$ cat config.mk
export PLATFORM = sky130hd
export DESIGN_NAME = lock_event_annunciator
export DESIGN_NICKNAME = d
export VERILOG_FILES = /design/src/rtl/lock_pkg.sv /design/src/rtl/sync_edge_det.sv /design/src/rtl/lock_event_annunciator.sv
export SDC_FILE = /design/constraint.sdc
export NUM_CORES = 1
export LEC_CHECK = 0
export CORE_MARGIN = 1
export CORE_UTILIZATION = 50
export CTS_BUF_LIST = sky130_fd_sc_hd__clkbuf_16
export DETAILED_ROUTE_END_ITERATION = 8
export DONT_BUFFER_PORTS = 1
export HOLD_SLACK_MARGIN = 0.08
export PLACE_DENSITY = 0.77
export SYNTH_ARGS = -nofsm -noshare
export SYNTH_HDL_FRONTEND = slang
export SYNTH_HIERARCHICAL = 1
export SYNTH_SLANG_ARGS = --single-unit
export TNS_END_PERCENT = 50
$ cat constraint.sdc
create_clock -name clk -period 1.8 [get_ports clk]
set_input_delay 0.18 -clock clk [delete_from_list [all_inputs] [get_ports clk]]
set_output_delay 0.18 -clock clk [all_outputs]
set_load 0.02 [all_outputs]
$ cat src/rtl/lock_pkg.sv
// Shared definitions for the lock event annunciator.
//   state_t       : annunciator FSM state encoding
//   ms_to_cycles  : converts a duration in ms to clock cycles
//   buzzer_level  : maps a logical "buzzer on" to the physical output level
package lock_pkg;

    typedef enum logic [1:0] {
        IDLE = 2'd0,
        BEEP = 2'd1,
        GAP  = 2'd2
    } state_t;

    function automatic int ms_to_cycles(input int clk_freq, input int ms);
        return (clk_freq / 1000) * ms;
    endfunction

    function automatic logic buzzer_level(input logic on, input logic active_low);
        return active_low ? ~on : on;
    endfunction

endpackage

$ cat src/rtl/sync_edge_det.sv
// Two-flop synchroniser followed by a previous-value register, per bit.
//   clk, rst : clock and asynchronous active-high reset
//   din      : asynchronous input levels
//   edges    : one-cycle pulse when the synchronised level changes
//   level    : synchronised level (direction of the change when edges is set)
module sync_edge_det #(
    parameter int W = 1
) (
    input  logic         clk,
    input  logic         rst,
    input  logic [W-1:0] din,
    output logic [W-1:0] edges,
    output logic [W-1:0] level
);

    logic [W-1:0] s1_reg;
    logic [W-1:0] s2_reg;
    logic [W-1:0] prev_reg;

    always_ff @(posedge clk or posedge rst) begin
        if (rst) begin
            s1_reg   <= '0;
            s2_reg   <= '0;
            prev_reg <= '0;
        end else begin
            s1_reg   <= din;
            s2_reg   <= s1_reg;
            prev_reg <= s2_reg;
        end
    end

    assign edges = s2_reg ^ prev_reg;
    assign level = s2_reg;

endmodule

$ cat src/rtl/lock_event_annunciator.sv
// Buzzer annunciator for lock open/close events.
//   clk, rst   : clock and asynchronous active-high reset
//   pos_sel    : per-channel lock position (1 = open), asynchronous
//   mute       : silences the buzzer and discards all events while high
//   buzzer     : registered buzzer drive, polarity set by ACTIVE_LOW
//   busy       : high while a pattern (including its trailing gap) plays
//   event_ch   : channel being announced, valid while busy
//   event_open : 1 = open event, 0 = close event, valid while busy
//   overflow   : one-cycle pulse when a pending event is overwritten
module lock_event_annunciator
    import lock_pkg::*;
#(
    parameter int CLK_FREQ    = 50000000,
    parameter int N_CH        = 1,
    parameter int BEEP_MS     = 200,
    parameter int GAP_MS      = 100,
    parameter int OPEN_BEEPS  = 1,
    parameter int CLOSE_BEEPS = 2,
    parameter int ACTIVE_LOW  = 1,
    localparam int CH_W       = (N_CH > 1) ? $clog2(N_CH) : 1
) (
    input  logic            clk,
    input  logic            rst,
    input  logic [N_CH-1:0] pos_sel,
    input  logic            mute,
    output logic            buzzer,
    output logic            busy,
    output logic [CH_W-1:0] event_ch,
    output logic            event_open,
    output logic            overflow
);

    localparam int BEEP_CYC = ms_to_cycles(CLK_FREQ, BEEP_MS);
    localparam int GAP_CYC  = ms_to_cycles(CLK_FREQ, GAP_MS);
    localparam int MAX_CYC  = (BEEP_CYC > GAP_CYC) ? BEEP_CYC : GAP_CYC;
    localparam int CNT_W    = $clog2(MAX_CYC + 1);

    localparam logic [CNT_W-1:0] BEEP_LAST = CNT_W'(BEEP_CYC - 1);
    localparam logic [CNT_W-1:0] GAP_LAST  = CNT_W'(GAP_CYC - 1);
    localparam logic             BUZ_ON    = buzzer_level(1'b1, ACTIVE_LOW != 0);
    localparam logic             BUZ_OFF   = buzzer_level(1'b0, ACTIVE_LOW != 0);

    // ---------------------------------------------------------------- input path
    logic [N_CH-1:0] edges;
    logic [N_CH-1:0] level;

    sync_edge_det #(.W(N_CH)) u_sync (
        .clk   (clk),
        .rst   (rst),
        .din   (pos_sel),
        .edges (edges),
        .level (level)
    );

    // Edges are ignored until the synchronisers have settled after reset,
    // so a lock already open at power-up does not announce itself.
    logic [1:0] arm_reg;
    logic       armed;

    assign armed = (arm_reg == 2'd3);

    always_ff @(posedge clk or posedge rst) begin
        if (rst)
            arm_reg <= 2'd0;
        else if (!armed)
            arm_reg <= arm_reg + 2'd1;
    end

    // ---------------------------------------------------------------- pending store
    logic [N_CH-1:0] pend_flag_reg;
    logic [N_CH-1:0] pend_type_reg;
    logic [N_CH-1:0] ovf_bits;
    logic            overflow_reg;
    logic            grant;
    logic [CH_W-1:0] gnt_ch;

    generate
        for (genvar gi = 0; gi < N_CH; gi++) begin : g_pend
            logic take;
            logic clr;

            assign take = armed & edges[gi] & ~mute;
            assign clr  = grant & (gnt_ch == CH_W'(gi));
            // A new edge in the grant cycle re-arms the flag without an overflow:
            // the old event is already being served, nothing is lost.
            assign ovf_bits[gi] = take & pend_flag_reg[gi] & ~clr;

            always_ff @(posedge clk or posedge rst) begin
                if (rst) begin
                    pend_flag_reg[gi] <= 1'b0;
                    pend_type_reg[gi] <= 1'b0;
                end else if (mute) begin
                    pend_flag_reg[gi] <= 1'b0;
                end else if (take) begin
                    pend_flag_reg[gi] <= 1'b1;
                    pend_type_reg[gi] <= level[gi];
                end else if (clr) begin
                    pend_flag_reg[gi] <= 1'b0;
                end
            end
        end
    endgenerate

    always_ff @(posedge clk or posedge rst) begin
        if (rst)
            overflow_reg <= 1'b0;
        else
            overflow_reg <= |ovf_bits;
    end

    // Lowest index wins: scan downwards so the last hit is the smallest.
    always_comb begin
        gnt_ch = '0;
        for (int i = N_CH - 1; i >= 0; i--) begin
            if (pend_flag_reg[i])
                gnt_ch = CH_W'(i);
        end
    end

    // ---------------------------------------------------------------- pattern FSM
    state_t          state_reg, state_next;
    logic [CNT_W-1:0] cnt_reg, cnt_next;
    logic [2:0]       beeps_reg, beeps_next;
    logic [CH_W-1:0]  event_ch_reg;
    logic             event_open_reg;
    logic             buzzer_reg;

    always_comb begin
        state_next = state_reg;
        cnt_next   = cnt_reg + CNT_W'(1);
        beeps_next = beeps_reg;
        grant      = 1'b0;

        case (state_reg)
            IDLE: begin
                cnt_next = '0;
                if (|pend_flag_reg) begin
                    grant      = 1'b1;
                    state_next = BEEP;
                    beeps_next = pend_type_reg[gnt_ch] ? 3'(OPEN_BEEPS) : 3'(CLOSE_BEEPS);
                end
            end
            BEEP: begin
                if (cnt_reg == BEEP_LAST) begin
                    state_next = GAP;
                    cnt_next   = '0;
                    beeps_next = beeps_reg - 3'd1;
                end
            end
            GAP: begin
                if (cnt_reg == GAP_LAST) begin
                    state_next = (beeps_reg != 3'd0) ? BEEP : IDLE;
                    cnt_next   = '0;
                end
            end
            default: begin
                state_next = IDLE;
                cnt_next   = '0;
            end
        endcase

        if (mute) begin
            state_next = IDLE;
            cnt_next   = '0;
            grant      = 1'b0;
        end
    end

    always_ff @(posedge clk or posedge rst) begin
        if (rst) begin
            state_reg      <= IDLE;
            cnt_reg        <= '0;
            beeps_reg      <= 3'd0;
            event_ch_reg   <= '0;
            event_open_reg <= 1'b0;
            buzzer_reg     <= BUZ_OFF;
        end else begin
            state_reg  <= state_next;
            cnt_reg    <= cnt_next;
            beeps_reg  <= beeps_next;
            // Decoding the next state keeps the buzzer registered without
            // adding a cycle of latency.
            buzzer_reg <= (state_next == BEEP) ? BUZ_ON : BUZ_OFF;
            if (grant) begin
                event_ch_reg   <= gnt_ch;
                event_open_reg <= pend_type_reg[gnt_ch];
            end
        end
    end

    assign buzzer     = buzzer_reg;
    assign busy       = (state_reg != IDLE);
    assign event_ch   = event_ch_reg;
    assign event_open = event_open_reg;
    assign overflow   = overflow_reg;

endmodule

**Word-level counts from Yosys, hierarchy flattened**

Index checks and enable logic that the tools add are counted.

- $add $sub $neg: 3
- Equal/unequal tests: 8
- Mux-type cells: 21
- Bitwise operators: 7
- Reduce and logical (&&, ||, !) cells: 7

Operators with widths:

| operator | count |
|---|---|
| $mux W24 | 3 |
| $pmux W24 S2 | 1 |
| $add A24 B1 Y24 const B | 1 |
| $eq A24 B23 Y1 const B | 1 |
| $eq A24 B24 Y1 const B | 1 |
| $mux W2 | 5 |
| $mux W1 | 8 |
| $mux W3 | 2 |
| $pmux W2 S3 | 1 |
| $pmux W3 S2 | 1 |
| $reduce_bool A3 Y1 | 2 |
| $and A1 B1 Y1 | 4 |
| $eq A2 B1 Y1 const B | 2 |
| $eq A2 B2 Y1 const B | 2 |
| $ne A2 B2 Y1 const B | 2 |
| $reduce_bool A2 Y1 | 2 |
| $reduce_and A3 Y1 | 1 |
| $sub A3 B1 Y3 const B | 1 |
| $add A2 B1 Y2 const B | 1 |
| $logic_not A2 Y1 | 1 |
| $not A1 Y1 | 2 |
| $reduce_and A2 Y1 | 1 |
| $xor A1 B1 Y1 | 1 |

- Bits in registers: 39
- Input bits: 4
- Output and inout port bits: 5
- Word-level logic and storage cells: 58

**Longest topological paths before layout**

- Word-level depth: 7
- Mapped depth: 8
- Mapped depth without buffers: 7

**Modules after synthesis**

Netlist, hierarchy kept.

By module, submodules not included:

| module | instances | cells an instance | area each (µm²) | sequential area each (µm²) |
|---|---|---|---|---|
| lock_event_annunciator | 1 | 208 | 2045.7 | 902.1 |
| sync_edge_det | 1 | 5 | 87.6 | 75.1 |

**Worst setup path before layout**

Ideal clock, no wire load.

- Path type: reg-to-reg
- Start point: reg state_reg[0]
- End point: reg beeps_reg[0]
- Setup time: 0.124 ns
- Data arrival time: 1.701 ns
- Data required time: 1.676 ns
- Slack: -0.025 ns
- Cell stages (with the launch flop): 8
- Buffers on the path: 0
- Clock period less this slack: 1.825 ns
- Cells stage by stage: dfrtp_1 > inv_1 > ha_1 > nor2b_1 > or2_2 > or4_1 > o21ai_1 > a21oi_1

- Cells in the longest elaborated chain, start to end: 3
- Elaborated cells on any way between the ends: 7
- Classes of those cells: 3 x eq/ne; 1 x mux; 3 x reduce/logical

RTL lines:

| item | line | source |
|---|---|---|
| start: declaration | lock_event_annunciator.sv:121 | `state_t state_reg, state_next;` |
| start signal: assignment | lock_event_annunciator.sv:178 | `state_reg <= state_next;` |
| $eq A2 B1 Y1 / $logic_not A2 Y1 (equally long branches) | lock_event_annunciator.sv:134 | `case (state_reg)` |
| $ne A2 B2 Y1 (no line) / $reduce_bool A2 Y1 (equally long branches) | - |  |
| $reduce_and A3 Y1 (no line) | - |  |
| end signal: assignment | lock_event_annunciator.sv:180 | `beeps_reg <= beeps_next;` |
| end: declaration | lock_event_annunciator.sv:123 | `logic [2:0] beeps_reg, beeps_next;` |

Parallel ways exist; a longest one is shown, timed or not.
A chain may end at the register's enable or synchronous reset.

**Worst setup path after layout**

- Start point: reg cnt_reg[20]
- End point: reg buzzer_reg (netlist: buzzer)

- Cells in the longest elaborated chain, start to end: 6
- Elaborated cells on any way between the ends: 8
- Classes of those cells: 3 x eq/ne; 5 x mux

RTL lines:

| item | line | source |
|---|---|---|
| start: declaration | lock_event_annunciator.sv:122 | `logic [CNT_W-1:0] cnt_reg, cnt_next;` |
| start signal: assignment | lock_event_annunciator.sv:179 | `cnt_reg <= cnt_next;` |
| $eq A24 B23 Y1 / $eq A24 B24 Y1 (equally long branches) | lock_event_annunciator.sv:151, lock_event_annunciator.sv:144 |  |
| $mux W2, on equally long branches | lock_event_annunciator.sv:151, lock_event_annunciator.sv:144 |  |
| $pmux W2 S3 (*) | lock_event_annunciator.sv:134 |  |
| $mux W2 (*) | lock_event_annunciator.sv:162 | `if (mute) begin` |
| net state_next[0] | lock_event_annunciator.sv:121 |  |
| $eq A2 B1 Y1 (*) | lock_event_annunciator.sv:183 | `buzzer_reg <= (state_next == BEEP) ? BUZ_ON : BUZ_OFF;` |
| $mux W1 (*) | lock_event_annunciator.sv:183 |  |
| end signal: assignment | lock_event_annunciator.sv:183 |  |
| end: declaration | lock_event_annunciator.sv:126 | `logic buzzer_reg;` |

Mark *: on every way through the listed nets, which the timed path passes. The rest lies on a longest branch.

==> results.py <==
metrics = {
    "outcome": {
        "outcome": "finished, violations left",
        "violations": "negative setup slack",
    },
    "timing": {
        "achievable-frequency_mhz": 546.2,
        "slew_viol_final": 0,
        "finalCritPeriodShare_pct": 101.7,
        "fin_worst_skew_ps": 2.074,
        "finalHoldViolCount": 0,
        "setup_slack_ps": -30.70,
        "finalCriticalPeriod_ps": 1831,
        "rsz0062_at_grt": "yes",
        "setup_viol": 12,
    },
    "final_layout": {
        "largest_reg_flops": 24,
        "fin_util_pct": 64.42,
        "final_cell_count_no_fill": 297,
        "syn_to_final_growth_pct": 22.52,
        "antenna_cells_inserted": 0,
        "drive_gt1_share_pct": 23.08,
        "layout.nets": 258,
    },
    "critical_path": {
        "worstSetupEndpointType": "flop",
        "r2r-end": "buzzer",
        "crit_path_top_delay_cell": "dfrtp_1",
        "path_class": "reg -> reg",
        "reg2reg_depth": 6,
        "rr_startpoint": "cnt_reg[20]",
        "required_ps": 2000,
        "r2r_slack_ps": -30,
        "path_cells": "nor4bb_2 > nand4_1 > buf_4 > or3_1 > o211ai_1 > nand3_1",
        "startpoint_type": "flop",
        "path_max_fanout": 4,
        "crit_family": "simple AND/OR/NAND/NOR gates",
        "cp_slowest_stage_delay_ps": 420,
        "crit_buf_inv": 1,
        "worstPathArrival_ps": 2030,
    },
    "power": {
        "power_density_nw_per_um2": 847.9,
        "p_switching_w": 0.0005456,
        "ir_drop_mv": 0.7295,
        "pwr-share-comb_pct": 11.5,
        "internal-power_w": 0.001671,
        "leakage_nw": 1.151,
        "seqPwrFrac_pct": 43.6,
        "switching_share_pct": 24.62,
        "clockPowerShare_pct": 44.9,
        "finalPower_w": 0.002216,
    },
    "detailed_routing": {
        "viasPerCell": 5.471,
        "drtPass1Iterations": 4,
        "num_vias": 1625,
        "first_iter_violations": 51,
        "ant_nets": 0,
        "wl_per_cell_um": 15.13,
        "finalWirelength_mm": 4.495,
        "drc_errors": 0,
    },
    "global_route": {
        "grt_pass1_vias": 1537,
        "grtUsageTotal_pct": 22.59,
        "grt_max_degree": 37,
        "grt_overflow": 0,
        "grt_pass1_wl_mm": 7.348,
        "antenna_found_initial": 0,
    },
    "cts": {
        "clock_latency_ps": 280,
        "cts_buffers": 5,
        "clk_pin_slew_ps": 60,
        "cts_max_path_buffers": 2,
        "cts_root_buffer": "clkbuf_16",
        "cts.sinks": 39,
        "htree_num_levels": 2,
        "cts_tree": "yes",
    },
    "synthesis": {
        "synthesis.area_um2": 2133,
        "synthArstFlopShare_pct": 100.0,
        "synth_edf_count": 0,
        "synth_seq_cells": 39,
        "synthCells": 213,
        "synth_warnings": 6,
        "synth_cell_types": 48,
        "synthesis.nets": 225,
        "avgSynthCellArea_um2": 10.02,
        "ys.flop_type": "dfrtp_1",
        "yosysSeqAreaShare_pct": 45.81,
    },
    "floorplan": {
        "initial_core_util_pct": 52.57,
        "core_area_um2": 4058,
        "die_w_um": 67.32,
        "row_count": 23,
        "die_h_um": 67.32,
        "ioPinCount": 9,
        "die_area_um2": 4532,
    },
    "worst_hold_path": {
        "holdPathEnd": "pend_type_reg",
        "min_from": "mute",
        "holdCritPathClass": "in -> reg",
        "hold_depth": 2,
    },
    "flow_run": {
        "drv_cap": 0,
    },
    "placement": {
        "placed_cells": 281,
        "gp_congestion": 0.7600,
        "dp_hpwl_mm": 2.873,
        "port_buffers": 0,
    },
}
[placed cells by master, fill, tap and decap left out, types with 2 or more instances in the layout]
master / n
or3_1: 3
and4_1: 2
inv_1: 9
o21ai_1: 2
o22ai_1: 2
buf_4: 28
dlygate4sd3_1: 3
nand3_1: 10
o21a_1: 2
nand4_1: 7
xnor2_1: 15
or2_2: 2
ha_1: 6
o21ai_0: 4
nor4_4: 2
clkbuf_16: 5
a21oi_1: 3
dfrtp_1: 38
nor2_1: 32
and3_1: 4
nor3_1: 5
nor2b_1: 3
inv_2: 2
xor2_1: 9
nand2_1: 15
[stage by stage]
step	worst slack [ps]	area, um^2	TNS, ps	hold WS, ps
floorplan	-15.51	2136	-15.51	-66.36
global placement	44.69	2342	0	-60.96
detailed placement	-27.82	2342	-469.9	-55.93
CTS	-17.23	2542	-41.45	89.81
global route	-93.82	2614	-1919	117.5
finish	-30.70	2614	-62.41	96.82
[cells in the mapped netlist, types with 4 or more instances]
| cell | n | area, um^2 |
|---|---|---|
| ha_1 | 8 | 100.1 |
| nor2_1 | 33 | 123.9 |
| inv_1 | 11 | 41.29 |
| nand4_1 | 7 | 43.79 |
| xor2_1 | 9 | 78.83 |
| nand3_1 | 10 | 50.05 |
| o21ai_0 | 5 | 25.02 |
| xnor2_1 | 15 | 131.4 |
| nor3_1 | 6 | 30.03 |
| dfrtp_1 | 38 | 950.9 |
| and3_1 | 4 | 25.02 |
| nand2_1 | 15 | 56.30 |
[worst reg2reg max path, cell delays in order (launching register included)]
cell and delay, ps:
dfrtp_1 420, nor4bb_2 340, nand4_1 190, buf_4 190, or3_1 340, o211ai_1 150
nand3_1 110
[final cells by class]
class / count / area, um^2
clock inverter: 3 / 38.79
clock buffer: 5 / 125.1
sequential: 39 / 977.2
tap: 50 / 62.56
timing repair buffer: 33 / 271.5
fill: 303 / 1444
inverter: 11 / 41.29
multi-input combinational: 156 / 1097
[power groups by stage]
stage	sequential, W	combinational, W	clock [W]
final	0.000966	0.000256	0.000994
after global routing	0.000971	0.000285	0.00105
after CTS	0.000965	0.000241	0.00102
after detailed placement	0.000981	0.000225	0
after global placement	0.000979	0.000215	0
after floorplan	0.000976	0.000165	0
[worst max path at each step]
| stage | start | to | slack [ps] | cells past startpoint |
|---|---|---|---|---|
| final | cnt_reg[20] | buzzer | -30 | 6 |
| after CTS | cnt_reg[1] | beeps_reg[2] | -20 | 6 |
| after global routing | cnt_reg[20] | buzzer | -90 | 6 |
| after floorplan | cnt_reg[0] | beeps_reg[2] | -20 | 6 |
| after global placement | cnt_reg[20] | cnt_reg[7] | 40 | 6 |
| after detailed placement | cnt_reg[20] | cnt_reg[2] | -30 | 6 |
[cell families after synthesis]
group	count (synthesis)	synth area share, %
AND/OR/NAND/NOR	101	27.21
adder cells (fa/ha/maj)	8	4.692
AO/OA/AOI/OAI	19	6.158
flip-flops	39	45.81
XOR/XNOR	24	9.854
other	1	0.1758
multiplexers	3	1.525
buffers and inverters	18	4.575
[per-layer routing]
metal | track usage [%] | routed length [um] | vias to the layer above
met4 | 10.90 | 119 | 0
li1 | - | - | 791
met5 | 0 | 0 | -
met2 | 34.75 | 2212 | 26
met1 | 28.99 | 2017 | 798
met3 | 6.588 | 146 | 10
[timing repair]
item / in CTS / in global routing
hold buffers: 3 / 0
buffers inserted: 0 / 5
endpoints found under the setup margin: 26 / 28
pin swaps: 1 / 4
resized for setup: 2 / 9
hold endpoints to repair: 41 / 0
(Power assumes the default switching activity.)
